$ cat config.mk
export PLATFORM = sky130hd
export DESIGN_NAME = regfile_dump_reader
export DESIGN_NICKNAME = d
export VERILOG_FILES = /design/src/rtl/regfile_dump_reader_pkg.sv /design/src/rtl/regdump_beat_reg.sv /design/src/rtl/regfile_dump_reader.sv
export SDC_FILE = /design/constraint.sdc
export NUM_CORES = 1
export LEC_CHECK = 0
export BUFFER_PORTS_ARGS = -buffer_cell sky130_fd_sc_hd__buf_4
export CAP_MARGIN = 25
export CORE_MARGIN = 5
export CORE_UTILIZATION = 47
export CTS_CLUSTER_DIAMETER = 100
export DETAILED_ROUTE_END_ITERATION = 12
export PLACE_DENSITY = 0.8
export SYNTH_ARGS = -nofsm -noshare
export SYNTH_HDL_FRONTEND = slang
export SYNTH_SLANG_ARGS = --single-unit
$ cat constraint.sdc
create_clock -name clk -period 2.85 [get_ports clk]
set_input_delay 0 -clock clk [delete_from_list [all_inputs] [get_ports clk]]
set_output_delay 0 -clock clk [all_outputs]
set_load 0.01 [all_outputs]
$ cat src/rtl/regfile_dump_reader_pkg.sv
// Shared definitions for the register file dump reader.
//   state_e : dump sequencer states
//   beat_t  : one output beat (even index plus the two register values), default widths
//   Def*    : default sizes matching the core's register file
package regfile_dump_reader_pkg;

  localparam int unsigned DefN     = 32;
  localparam int unsigned DefNregs = 32;
  localparam int unsigned DefAw    = 5;

  typedef enum logic [1:0] {
    StIdle,
    StIssue,
    StHold,
    StDone
  } state_e;

  typedef struct packed {
    logic [DefAw-1:0] idx;
    logic [DefN-1:0]  data1;
    logic [DefN-1:0]  data2;
  } beat_t;

endpackage

$ cat src/rtl/regdump_beat_reg.sv
// Single-entry holding register with a valid/ready output side.
//   clk, rst  : clock, asynchronous active-low reset
//   load      : capture load_beat and raise valid
//   load_beat : beat to capture
//   ready     : downstream accepts; valid drops after a handshake
//   valid     : beat held and offered
//   beat      : held beat, stable while valid is high and not accepted
module regdump_beat_reg #(
  parameter type beat_t = regfile_dump_reader_pkg::beat_t
) (
  input  logic  clk,
  input  logic  rst,
  input  logic  load,
  input  beat_t load_beat,
  input  logic  ready,
  output logic  valid,
  output beat_t beat
);

  logic  valid_q;
  beat_t beat_q;

  always_ff @(posedge clk or negedge rst) begin
    if (!rst) begin
      valid_q <= 1'b0;
      beat_q  <= '0;
    end else if (load) begin
      valid_q <= 1'b1;
      beat_q  <= load_beat;
    end else if (valid_q && ready) begin
      valid_q <= 1'b0;
    end
  end

  assign valid = valid_q;
  assign beat  = beat_q;

endmodule

$ cat src/rtl/regfile_dump_reader.sv
// Read-side dump sequencer for the register file. On start it walks register pairs
// (2k, 2k+1) through the two read ports and streams (idx, data1, data2) beats.
//   clk, rst               : clock, asynchronous active-low reset
//   start                  : begin a dump (sampled only when idle)
//   busy, done             : dump in progress / one-cycle completion pulse
//   readreg1, readreg2     : registered read-port addresses (even / odd)
//   read_data1, read_data2 : combinational read-port data
//   out_valid, out_ready   : beat handshake
//   out_idx, out_data1/2   : beat contents
//   checksum               : XOR of all beat data words (only with REGDUMP_CHECKSUM_EN)
// Optional feature macro: REGDUMP_CHECKSUM_EN.
module regfile_dump_reader
  import regfile_dump_reader_pkg::*;
#(
  parameter int unsigned n     = DefN,
  parameter int unsigned NREGS = DefNregs,
  parameter int unsigned AW    = DefAw
) (
  input  logic          clk,
  input  logic          rst,
  input  logic          start,
  output logic          busy,
  output logic          done,
  output logic [AW-1:0] readreg1,
  output logic [AW-1:0] readreg2,
  input  logic [n-1:0]  read_data1,
  input  logic [n-1:0]  read_data2,
  output logic          out_valid,
  input  logic          out_ready,
  output logic [AW-1:0] out_idx,
  output logic [n-1:0]  out_data1,
  output logic [n-1:0]  out_data2
`ifdef REGDUMP_CHECKSUM_EN
  ,
  output logic [n-1:0]  checksum
`endif
);

  typedef struct packed {
    logic [AW-1:0] idx;
    logic [n-1:0]  data1;
    logic [n-1:0]  data2;
  } dump_beat_t;

  state_e        state_q, state_d;
  logic [AW-1:0] k_q, k_d;
  logic [AW-1:0] rr1_q, rr1_d, rr2_q;
  logic          load;
  logic          handshake;
  logic          last_pair;
  dump_beat_t    load_beat, beat;

  assign handshake = out_valid && out_ready;
  assign last_pair = (k_q == AW'(NREGS / 2 - 1));

  always_comb begin
    state_d = state_q;
    k_d     = k_q;
    load    = 1'b0;
    unique case (state_q)
      StIdle: begin
        if (start) begin
          state_d = StIssue;
          k_d     = '0;
        end
      end
      StIssue: begin
        load    = 1'b1;
        state_d = StHold;
      end
      StHold: begin
        if (handshake) begin
          if (last_pair) begin
            state_d = StDone;
          end else begin
            k_d     = k_q + AW'(1);
            state_d = StIssue;
          end
        end
      end
      StDone:  state_d = StIdle;
      default: state_d = StIdle;
    endcase
  end

  // Addresses are registered so they only move on edges; they hold through HOLD
  // so the read ports keep pointing at the beat being offered.
  always_comb begin
    rr1_d = '0;
    if (state_d == StIssue) begin
      rr1_d = {k_d[AW-2:0], 1'b0};
    end else if (state_d == StHold) begin
      rr1_d = rr1_q;
    end
  end

  always_ff @(posedge clk or negedge rst) begin
    if (!rst) begin
      state_q <= StIdle;
      k_q     <= '0;
      rr1_q   <= '0;
      rr2_q   <= '0;
    end else begin
      state_q <= state_d;
      k_q     <= k_d;
      rr1_q   <= rr1_d;
      rr2_q   <= (state_d == StIdle || state_d == StDone) ? '0 : {rr1_d[AW-1:1], 1'b1};
    end
  end

  assign load_beat = '{idx: rr1_q, data1: read_data1, data2: read_data2};

  regdump_beat_reg #(
    .beat_t(dump_beat_t)
  ) u_beat_reg (
    .clk      (clk),
    .rst      (rst),
    .load     (load),
    .load_beat(load_beat),
    .ready    (out_ready),
    .valid    (out_valid),
    .beat     (beat)
  );

  assign busy      = (state_q != StIdle);
  assign done      = (state_q == StDone);
  assign readreg1  = rr1_q;
  assign readreg2  = rr2_q;
  assign out_idx   = beat.idx;
  assign out_data1 = beat.data1;
  assign out_data2 = beat.data2;

`ifdef REGDUMP_CHECKSUM_EN
  logic [n-1:0] checksum_q;

  always_ff @(posedge clk or negedge rst) begin
    if (!rst) begin
      checksum_q <= '0;
    end else if (state_q == StIdle && start) begin
      checksum_q <= '0;
    end else if (handshake) begin
      checksum_q <= checksum_q ^ beat.data1 ^ beat.data2;
    end
  end

  assign checksum = checksum_q;
`endif

endmodule

==> results of run 1 <==
worst max-delay path: cells and delay by family (launching register included):
family                     cells  cell delay, ps
AOI/OAI and AO/OA              3             530
adders and majority gates      2             530
buffers and inverters          2             200
DFF                            1             430
and+or+nand+nor                3             520
kinds of logic after synthesis:
| logic type | after synthesis |
|---|---|
| other | 1 |
| adder cells (fa/ha/maj) | 3 |
| AO/OA/AOI/OAI | 25 |
| multiplexers | 68 |
| AND/OR/NAND/NOR | 28 |
| buffers and inverters | 16 |
| flip-flops | 85 |
| XOR/XNOR | 1 |
per-layer routing:
layer / GRT usage [%] / wire length (um) / vias up
met3: 6.00 / 750 / 11
met1: 23.2 / 3380 / 1316
li1: - / - / 1239
met2: 38.2 / 4970 / 104
met5: 0 / 0 / -
met4: 6.97 / 131 / 0
Yosys cell counts (all sizes together) (2+ instances only):
master | number | area [sq um]
nand2b | 3 | 18.8
and2 | 2 | 12.5
a31oi | 3 | 18.8
buf | 10 | 98.8
mux2 | 68 | 766
dfrtp | 85 | 2130
o211ai | 2 | 15.0
ha | 3 | 37.5
o21ai | 6 | 30.0
nor2b | 2 | 12.5
o21a | 2 | 15.0
nand3 | 3 | 15.0
a211oi | 2 | 20.0
and3 | 3 | 18.8
nand2 | 8 | 30.0
or2 | 2 | 12.5
a21oi | 6 | 33.8
inv | 6 | 22.5
worst paths after layout:
| kind | slack, ps | end | start | depth (start not counted) |
|---|---|---|---|---|
| worst max-delay path | 540 | readreg2[2] | k_q[0] | 10 |
| worst min-delay path | 80 | k_q[1] | start | 4 |
| worst max register to register | 540 | readreg2[2] | k_q[0] | 10 |
| worst min register to register | 490 | u_beat_reg.beat[0] | u_beat_reg.beat[0] | 1 |
| max in group asynchronous | 2150 | u_beat_reg.beat[13] | rst | 3 |
| min in group asynchronous | 100 | u_beat_reg.beat[23] | rst | 2 |
stage by stage:
step | cell area, sq um | worst slack, ps | hold slack, ps | cells
6_report | 5470 | 537 | 82.0 | 548
5_1_grt | 5470 | 363 | 89.2 | 548
4_1_cts | 5440 | 548 | 64.8 | 547
3_5_place_dp | 4550 | 559 | 221 | 465
3_3_place_gp | 4550 | 669 | 216 | 465
2_1_floorplan | 3410 | 800 | -296 | 228
state kept, by name (all words and copies together) (netlist names):
register and cells:
u_beat_reg.beat 68, readreg2 5, u_beat_reg.valid 1, k_q 5
state_q 2, readreg1 4
power groups by stage:
stage / registers, mW / clock network [mW] / logic (mW)
3_5_place_dp: 2.05 / 0 / 2.21
5_1_grt: 2.12 / 1.01 / 2.49
3_3_place_gp: 2.02 / 0 / 2.16
2_1_floorplan: 2.26 / 0 / 0.926
4_1_cts: 2.03 / 0.964 / 2.29
6_report: 2.06 / 0.936 / 2.30
cell usage in the layout, fill, tap and decap left out, types with 4 or more instances in the layout:
| cell | n |
|---|---|
| clkbuf_8 | 10 |
| a21oi_1 | 5 |
| o21ai_0 | 4 |
| nand2_1 | 8 |
| mux2_1 | 68 |
| dlygate4sd3_1 | 66 |
| inv_1 | 6 |
| buf_4 | 148 |
| dfrtp_1 | 85 |
layout make-up:
cell class / instances / area (sq um) / area share (%)
Sequential cell: 85 / 2130 / 38.9
Timing Repair Buffer: 215 / 1800 / 32.9
Multi-Input combinational cell: 127 / 1170 / 21.4
Clock buffer: 11 / 141 / 2.59
Tap cell: 99 / 124 / 2.27
Clock inverter: 5 / 83.8 / 1.53
Inverter: 6 / 22.5 / 0.412
what timing repair did:
item,4_1_cts,5_1_grt
setup endpoints to repair,0,0
hold endpoints to repair,150,0
setup buffers,0,0
hold buffers,66,0
==> impl_results.html, run 1 <==
<table>
<tr><th>Metric</th><th>Value</th></tr>
<tr><th colspan="2">Layout</th></tr>
<tr><td>Net count reported at finish</td><td>slightly above 500</td></tr>
<tr><td>Share of final-layout standard cells stronger than drive strength 1</td><td>between 30% and 40%</td></tr>
<tr><td>Post-layout utilization of the core</td><td>approximately three quarters</td></tr>
<tr><td>Synth-to-layout area growth</td><td>60.5%</td></tr>
<tr><td># fillers</td><td>451</td></tr>
<tr><td>Diode count</td><td>0</td></tr>
<tr><th colspan="2">Pwr</th></tr>
<tr><td>Internal power summed over all cells</td><td>3.50 mW</td></tr>
<tr><td>Total power density per cell area</td><td>slightly below 1000 mW/mm^2</td></tr>
<tr><td>Flop pwr share</td><td>about 39%</td></tr>
<tr><td>Switching Power</td><td>1.79 mW</td></tr>
<tr><td>IR Drop Worst-Case VDD</td><td>between 600 and 700 uV</td></tr>
<tr><td>Clk network pwr share</td><td>between 15 and 20%</td></tr>
<tr><td>Fraction of power spent switching nets</td><td>about 34%</td></tr>
<tr><td>Static leakage</td><td>between 2 and 3 nW</td></tr>
<tr><td>Part of the total power dissipated in combinational logic</td><td>between 40 and 50%</td></tr>
<tr><td>Total power</td><td>between 5 and 6 mW</td></tr>
<tr><th colspan="2">Timing</th></tr>
<tr><td>Skew final</td><td>between 10 and 15 ps</td></tr>
<tr><td>Share of the clock period used by the worst path</td><td>approximately four fifths</td></tr>
<tr><td>Fmax achieved</td><td>between 400 and 500 MHz</td></tr>
<tr><td>Fin crit period</td><td>2310 ps</td></tr>
<tr><td>Slew of the pin with the lowest slew margin</td><td>893 ps</td></tr>
<tr><td>Total negative slack</td><td>0 ps</td></tr>
<tr><td>Final Hold Viols</td><td>0</td></tr>
<tr><td>Relative slew margins</td><td>about two fifths</td></tr>
<tr><td>Count of final setup violators</td><td>0</td></tr>
<tr><td>RSZ-0062 raised after global routing</td><td>false</td></tr>
<tr><td>Slew Viols, Final</td><td>0</td></tr>
<tr><th colspan="2">Critical path</th></tr>
<tr><td>CP required</td><td>between 3000 and 4000 ps</td></tr>
<tr><td>Ordered cell list for the critical path</td><td>ha_1, and4b_1, o21ai_1, nand2b_1, inv_1, ha_1, inv_1, and3_1, a31oi_1, a21oi_1</td></tr>
<tr><td>Endpoint kind of the worst setup timing path</td><td>register</td></tr>
<tr><td>Nature of the critical path startpoint</td><td>register</td></tr>
<tr><td>Critical Path Slowest Stage Cell</td><td>dfrtp_1</td></tr>
<tr><td>Worst Path Max Fanout</td><td>6</td></tr>
<tr><td>Kind of critical path</td><td>register to register</td></tr>
<tr><td>Slowest cell delay on critical path</td><td>around 430 ps</td></tr>
<tr><td>Arrival time of data at the critical path endpoint</td><td>between 2000 and 3000 ps</td></tr>
<tr><th colspan="2">Clock tree</th></tr>
<tr><td>Maximum root-to-sink buffer count</td><td>2</td></tr>
<tr><td>Root buffer cell</td><td>clkbuf_8</td></tr>
<tr><td>Clock-pin slew on the worst setup and hold paths</td><td>approximately 80 ps</td></tr>
<tr><td>Level count of the clock H-tree</td><td>3</td></tr>
<tr><td>Num Clock Sinks</td><td>85</td></tr>
<tr><td>Clock insertion delay at the later pin of the skew report</td><td>approximately 350 ps</td></tr>
<tr><td>Number of CTS-inserted buffers</td><td>9</td></tr>
<tr><td>Total of cells resized after clock tree synthesis</td><td>0</td></tr>
<tr><td>TritonCTS clock tree</td><td>done</td></tr>
<tr><th colspan="2">Floorplan</th></tr>
<tr><td>Width of the chip</td><td>approximately 95 um</td></tr>
<tr><td>Number of standard-cell rows in the floorplan</td><td>31</td></tr>
<tr><td>Height of the die</td><td>roughly 95 um</td></tr>
<tr><td>Number of top-level pins</td><td>150</td></tr>
<tr><td>Placeable core region</td><td>between 0.007 and 0.008 sq mm</td></tr>
<tr><td>Starting Density</td><td>between 40 and 50%</td></tr>
<tr><td>Area enclosed by the die boundary</td><td>approximately 0.009 sq mm</td></tr>
<tr><th colspan="2">Synth</th></tr>
<tr><td>Mean area per synthesized cell</td><td>about 15 sq um</td></tr>
<tr><td>Post-Synth Adder-Cell Area</td><td>1.10%</td></tr>
<tr><td>Cells after synthesis</td><td>227</td></tr>
<tr><td>Post-synthesis sequential area ratio</td><td>~62%</td></tr>
<tr><td>Count of flip-flops with a built-in enable after synthesis</td><td>0</td></tr>
<tr><td>#FFs+latches synth</td><td>85</td></tr>
<tr><td>Share of the synthesized area in compound gates (AO/OA/AOI/OAI)</td><td>under 10%</td></tr>
<tr><td>Fraction of synthesis flops using an asynchronous set or reset pin</td><td>100%</td></tr>
<tr><td>Multiplexer fraction of the synthesized cell area</td><td>around 22%</td></tr>
<tr><td>Post-Synth Simple-Gate Area</td><td>between 4 and 5%</td></tr>
<tr><td>Xor/xnor cell area share of the yosys netlist</td><td>0.257%</td></tr>
<tr><td>Combinational family with the most area after synthesis</td><td>multiplexers</td></tr>
<tr><td>Top FF cell, synth</td><td>dfrtp_1</td></tr>
<tr><td>Synth warnings</td><td>0</td></tr>
<tr><td>Distinct cell type count after synthesis</td><td>35</td></tr>
<tr><td>Syn Std Cell Area</td><td>around 0.0034 sq mm</td></tr>
<tr><th colspan="2">Detailed routing</th></tr>
<tr><td>Total number of vias</td><td>~2700</td></tr>
<tr><td>Number of antenna-violating nets in the routed design</td><td>0</td></tr>
<tr><td>Wire length reported by the detailed router</td><td>~9200 um</td></tr>
<tr><td>DRC viols</td><td>0</td></tr>
<tr><td>First-pass iteration count of the detailed router</td><td>4</td></tr>
<tr><td>Detailed-route wire length per cell</td><td>16.8 um</td></tr>
<tr><td>Drt via density</td><td>4.87</td></tr>
<tr><td>1st-iter DRT viols</td><td>39</td></tr>
<tr><th colspan="2">GRT</th></tr>
<tr><td>Wire length of the first global-routing pass</td><td>about 14000 um</td></tr>
<tr><td>Maximum number of pins on one net before global-route repair</td><td>86</td></tr>
<tr><td>Vias in the first global route</td><td>a little under 3000</td></tr>
<tr><td>Number of antenna violations at the first check in global routing</td><td>0</td></tr>
<tr><td>Remaining global-route overflow</td><td>0</td></tr>
<tr><td>All-Layer GR Usage</td><td>between 20% and 30%</td></tr>
<tr><th colspan="2">Placement</th></tr>
<tr><td>RePlAce Congestion</td><td>a little over 0.9</td></tr>
<tr><td>IO buf count</td><td>147</td></tr>
<tr><td>HPWL Detailed</td><td>roughly 5400 um</td></tr>
<tr><th colspan="2">Flow run</th></tr>
<tr><td>Maximum Capacitance Violations</td><td>0</td></tr>
<tr><th colspan="2">Min path</th></tr>
<tr><td>Hold WC Path Type</td><td>input pin to register</td></tr>
<tr><th colspan="2">Status</th></tr>
<tr><td>Result of the run</td><td>finished, final reports clean</td></tr>
</table>
No activity file was read; power rests on OpenSTA's default activity.
==> inputs of run 2 (changes only) <==
Clock period 2.85 ns to 2.15 ns, I/O delays scaled along.
==> run 2 against run 1 <==
Against the previous run: clock power rose by 20%; die area did not move; register-to-register slack lost 430 ps; sequential power is 32% higher; first-iteration DRC count rose by 59%; largest power group unchanged; global-route usage fell by 0.25 points; setup slack worse by 430 ps; critical path depth is the same; sequential share of layout area down 0.080 points; non-clock buffer count rose by 4.
==> impl_results.html, run 2 (synthesis gave the netlist of run 1 again) <==
<table>
<tr><th>Metric</th><th>Value</th></tr>
<tr><th colspan="2">Layout</th></tr>
<tr><td>Most used cells in the layout excluding fill and tap cells</td><td>buf_4 (151), dfrtp_1 (85), mux2_1 (68), dlygate4sd3_1 (66), clkbuf_8 (11)</td></tr>
<tr><td>Flip-flop count of the largest register, all copies and words added</td><td>68</td></tr>
<tr><td>Multi-input logic area</td><td>between 0.001 and 0.0015 sq mm</td></tr>
<tr><td>Non-filler cells, final</td><td>551</td></tr>
<tr><td>Synth-to-layout area growth</td><td>60.8%</td></tr>
<tr><td>Post-layout utilization of the core</td><td>between 70% and 80%</td></tr>
<tr><td>Most common library cell in the layout ignoring fill and taps</td><td>buf_4</td></tr>
<tr><td>Reg area</td><td>0.00213 sq mm</td></tr>
<tr><td>Share of final-layout standard cells stronger than drive strength 1</td><td>about two fifths</td></tr>
<tr><td>Final Instance Area</td><td>0.00548 sq mm</td></tr>
<tr><td># fillers</td><td>441</td></tr>
<tr><td>Diode count</td><td>0</td></tr>
<tr><td>Net count reported at finish</td><td>roughly 520</td></tr>
<tr><th colspan="2">Floorplan</th></tr>
<tr><td>Number of standard-cell rows in the floorplan</td><td>31</td></tr>
<tr><td>Number of top-level pins</td><td>150</td></tr>
<tr><td>Starting Density</td><td>a little under half</td></tr>
<tr><td>Placeable core region</td><td>~0.007 sq mm</td></tr>
<tr><td>Height of the die</td><td>around 95 um</td></tr>
<tr><td>Area enclosed by the die boundary</td><td>0.00905 sq mm</td></tr>
<tr><td>Width of the chip</td><td>approximately 95 um</td></tr>
<tr><th colspan="2">Clock tree</th></tr>
<tr><td>Level count of the clock H-tree</td><td>3</td></tr>
<tr><td>Maximum root-to-sink buffer count</td><td>2</td></tr>
<tr><td>Num Clock Sinks</td><td>85</td></tr>
<tr><td>Clock insertion delay at the later pin of the skew report</td><td>about 340 ps</td></tr>
<tr><td>Clock-pin slew on the worst setup and hold paths</td><td>80 ps</td></tr>
<tr><td>TritonCTS clock tree</td><td>done</td></tr>
<tr><td>Number of CTS-inserted buffers</td><td>9</td></tr>
<tr><td>Root buffer cell</td><td>clkbuf_8</td></tr>
<tr><th colspan="2">Pwr</th></tr>
<tr><td>IR Drop Worst-Case VDD</td><td>around 760 uV</td></tr>
<tr><td>Total power density per cell area</td><td>1270 mW/mm^2</td></tr>
<tr><td>Static leakage</td><td>between 2 and 3 nW</td></tr>
<tr><td>Total power</td><td>between 6 and 7 mW</td></tr>
<tr><th colspan="2">GRT</th></tr>
<tr><td>Wire length of the first global-routing pass</td><td>~14000 um</td></tr>
<tr><td>Number of antenna violations at the first check in global routing</td><td>0</td></tr>
<tr><td>Remaining global-route overflow</td><td>0</td></tr>
<tr><td>Maximum number of pins on one net before global-route repair</td><td>86</td></tr>
<tr><td>All-Layer GR Usage</td><td>around 21%</td></tr>
<tr><td>Vias in the first global route</td><td>slightly below 3000</td></tr>
<tr><th colspan="2">Critical path</th></tr>
<tr><td>Nature of the critical path startpoint</td><td>register</td></tr>
<tr><td>Kind of critical path</td><td>register to register</td></tr>
<tr><td>Endpoint kind of the worst setup timing path</td><td>register</td></tr>
<tr><td>Capture instance of the worst register-to-register path</td><td>readreg2[2]</td></tr>
<tr><td>CP required</td><td>approximately 2400 ps</td></tr>
<tr><td>Worst flop-to-flop path startpoint</td><td>k_q[0]</td></tr>
<tr><td>Setup slack, reg-to-reg</td><td>approximately 110 ps</td></tr>
<tr><td>Arrival time of data at the critical path endpoint</td><td>2260 ps</td></tr>
<tr><td>Worst reg-to-reg path cell count</td><td>10</td></tr>
<tr><td>Worst Path Max Fanout</td><td>5</td></tr>
<tr><th colspan="2">Detailed routing</th></tr>
<tr><td>Drt via density</td><td>between 4 and 5</td></tr>
<tr><td>Number of antenna-violating nets in the routed design</td><td>0</td></tr>
<tr><td>1st-iter DRT viols</td><td>between 60 and 70</td></tr>
<tr><td>Total number of vias</td><td>~2700</td></tr>
<tr><td>DRC viols</td><td>0</td></tr>
<tr><td>Detailed-route wire length per cell</td><td>16.7 um</td></tr>
<tr><td>Wire length reported by the detailed router</td><td>a little over 9000 um</td></tr>
<tr><td>First-pass iteration count of the detailed router</td><td>5</td></tr>
<tr><th colspan="2">Timing</th></tr>
<tr><td>Fin crit period</td><td>2040 ps</td></tr>
<tr><td>Skew final</td><td>approximately 5.1 ps</td></tr>
<tr><td>Slew Viols, Final</td><td>0</td></tr>
<tr><td>Fmax achieved</td><td>between 400 and 500 MHz</td></tr>
<tr><td>Final Hold Viols</td><td>0</td></tr>
<tr><td>Share of the clock period used by the worst path</td><td>a little over nine tenths</td></tr>
<tr><td>Worst-case setup margin in the final layout</td><td>110 ps</td></tr>
<tr><td>Count of final setup violators</td><td>0</td></tr>
<tr><th colspan="2">Placement</th></tr>
<tr><td>Post-placement worst setup slack</td><td>slightly below 60 ps</td></tr>
<tr><td>RePlAce Congestion</td><td>between 0.9 and 1</td></tr>
<tr><td>Cell Area, Placed</td><td>between 0.004 and 0.005 sq mm</td></tr>
<tr><td>IO buf count</td><td>around 150</td></tr>
<tr><td>Post-placement cell count</td><td>around 470</td></tr>
<tr><th colspan="2">Min path</th></tr>
<tr><td>Hold path endpoint</td><td>k_q[4]</td></tr>
<tr><td>Hold Path Origin</td><td>start</td></tr>
<tr><td>Worst Hold Path Cells</td><td>3</td></tr>
<tr><td>Hold WC Path Type</td><td>input pin to register</td></tr>
<tr><th colspan="2">Flow run</th></tr>
<tr><td>Maximum Capacitance Violations</td><td>0</td></tr>
<tr><th colspan="2">Status</th></tr>
<tr><td>Result of the run</td><td>finished, final reports clean</td></tr>
</table>
## run 2: routing by layer
| layer | vias up | GRT usage [%] | share of wire, % |
|---|---|---|---|
| met5 | - | 0 | 0 |
| met4 | 0 | 8.65 | 2.6 |
| met3 | 27 | 4.81 | 8.2 |
| met2 | 116 | 36.6 | 52 |
| met1 | 1313 | 23.9 | 37 |
| li1 | 1236 | - | - |
## run 2: layout make-up
type,instances,share of cell area [%]
flip-flops and latches,85,38.8
repair buffers,219,33.5
multi-input cells,127,21.4
clock buffers,11,2.76
well taps,99,2.26
clock inverters,4,0.868
inverters,6,0.411
## run 2: power by group
group          switching, mW  internal, mW  leakage (nW)
Clock                  0.529         0.590         0.101
Sequential             0.405          2.31          1.04
Combinational           1.42          1.71          1.51
## run 2: through the flow
stage                     setup TNS (ps)  hold slack [ps]
after floorplan                        0             -296
after detailed placement               0             67.8
final                                  0             90.0
after global routing               -28.6             81.9
after global placement                 0             67.2
after CTS                              0             61.0
## run 2: worst max-delay path by stage
stage	end	start	cells past startpoint
after CTS	readreg2[2]	k_q[0]	10
after global routing	readreg2[4]	k_q[1]	10
after floorplan	readreg2[2]	k_q[0]	10
after global placement	readreg2[2]	k_q[0]	10
final	readreg2[2]	k_q[0]	10
after detailed placement	readreg2[2]	k_q[0]	10
## run 2: timing repair
item                                   CTS  global route
endpoints found under the hold margin  150             0
buffers inserted                         0             2
gates resized for setup                  0             1
setup endpoints to repair                0             5
hold buffers                            66             0
## run 2: worst max-delay path: stages, from the launching register on
cell and delay, ps:
dfrtp_1 420, ha_2 240, and4b_1 220, o21ai_1 180
nand2b_1 120, inv_1 70, ha_1 160, inv_1 80
and3_1 150, a31oi_1 190, a21oi_1 90
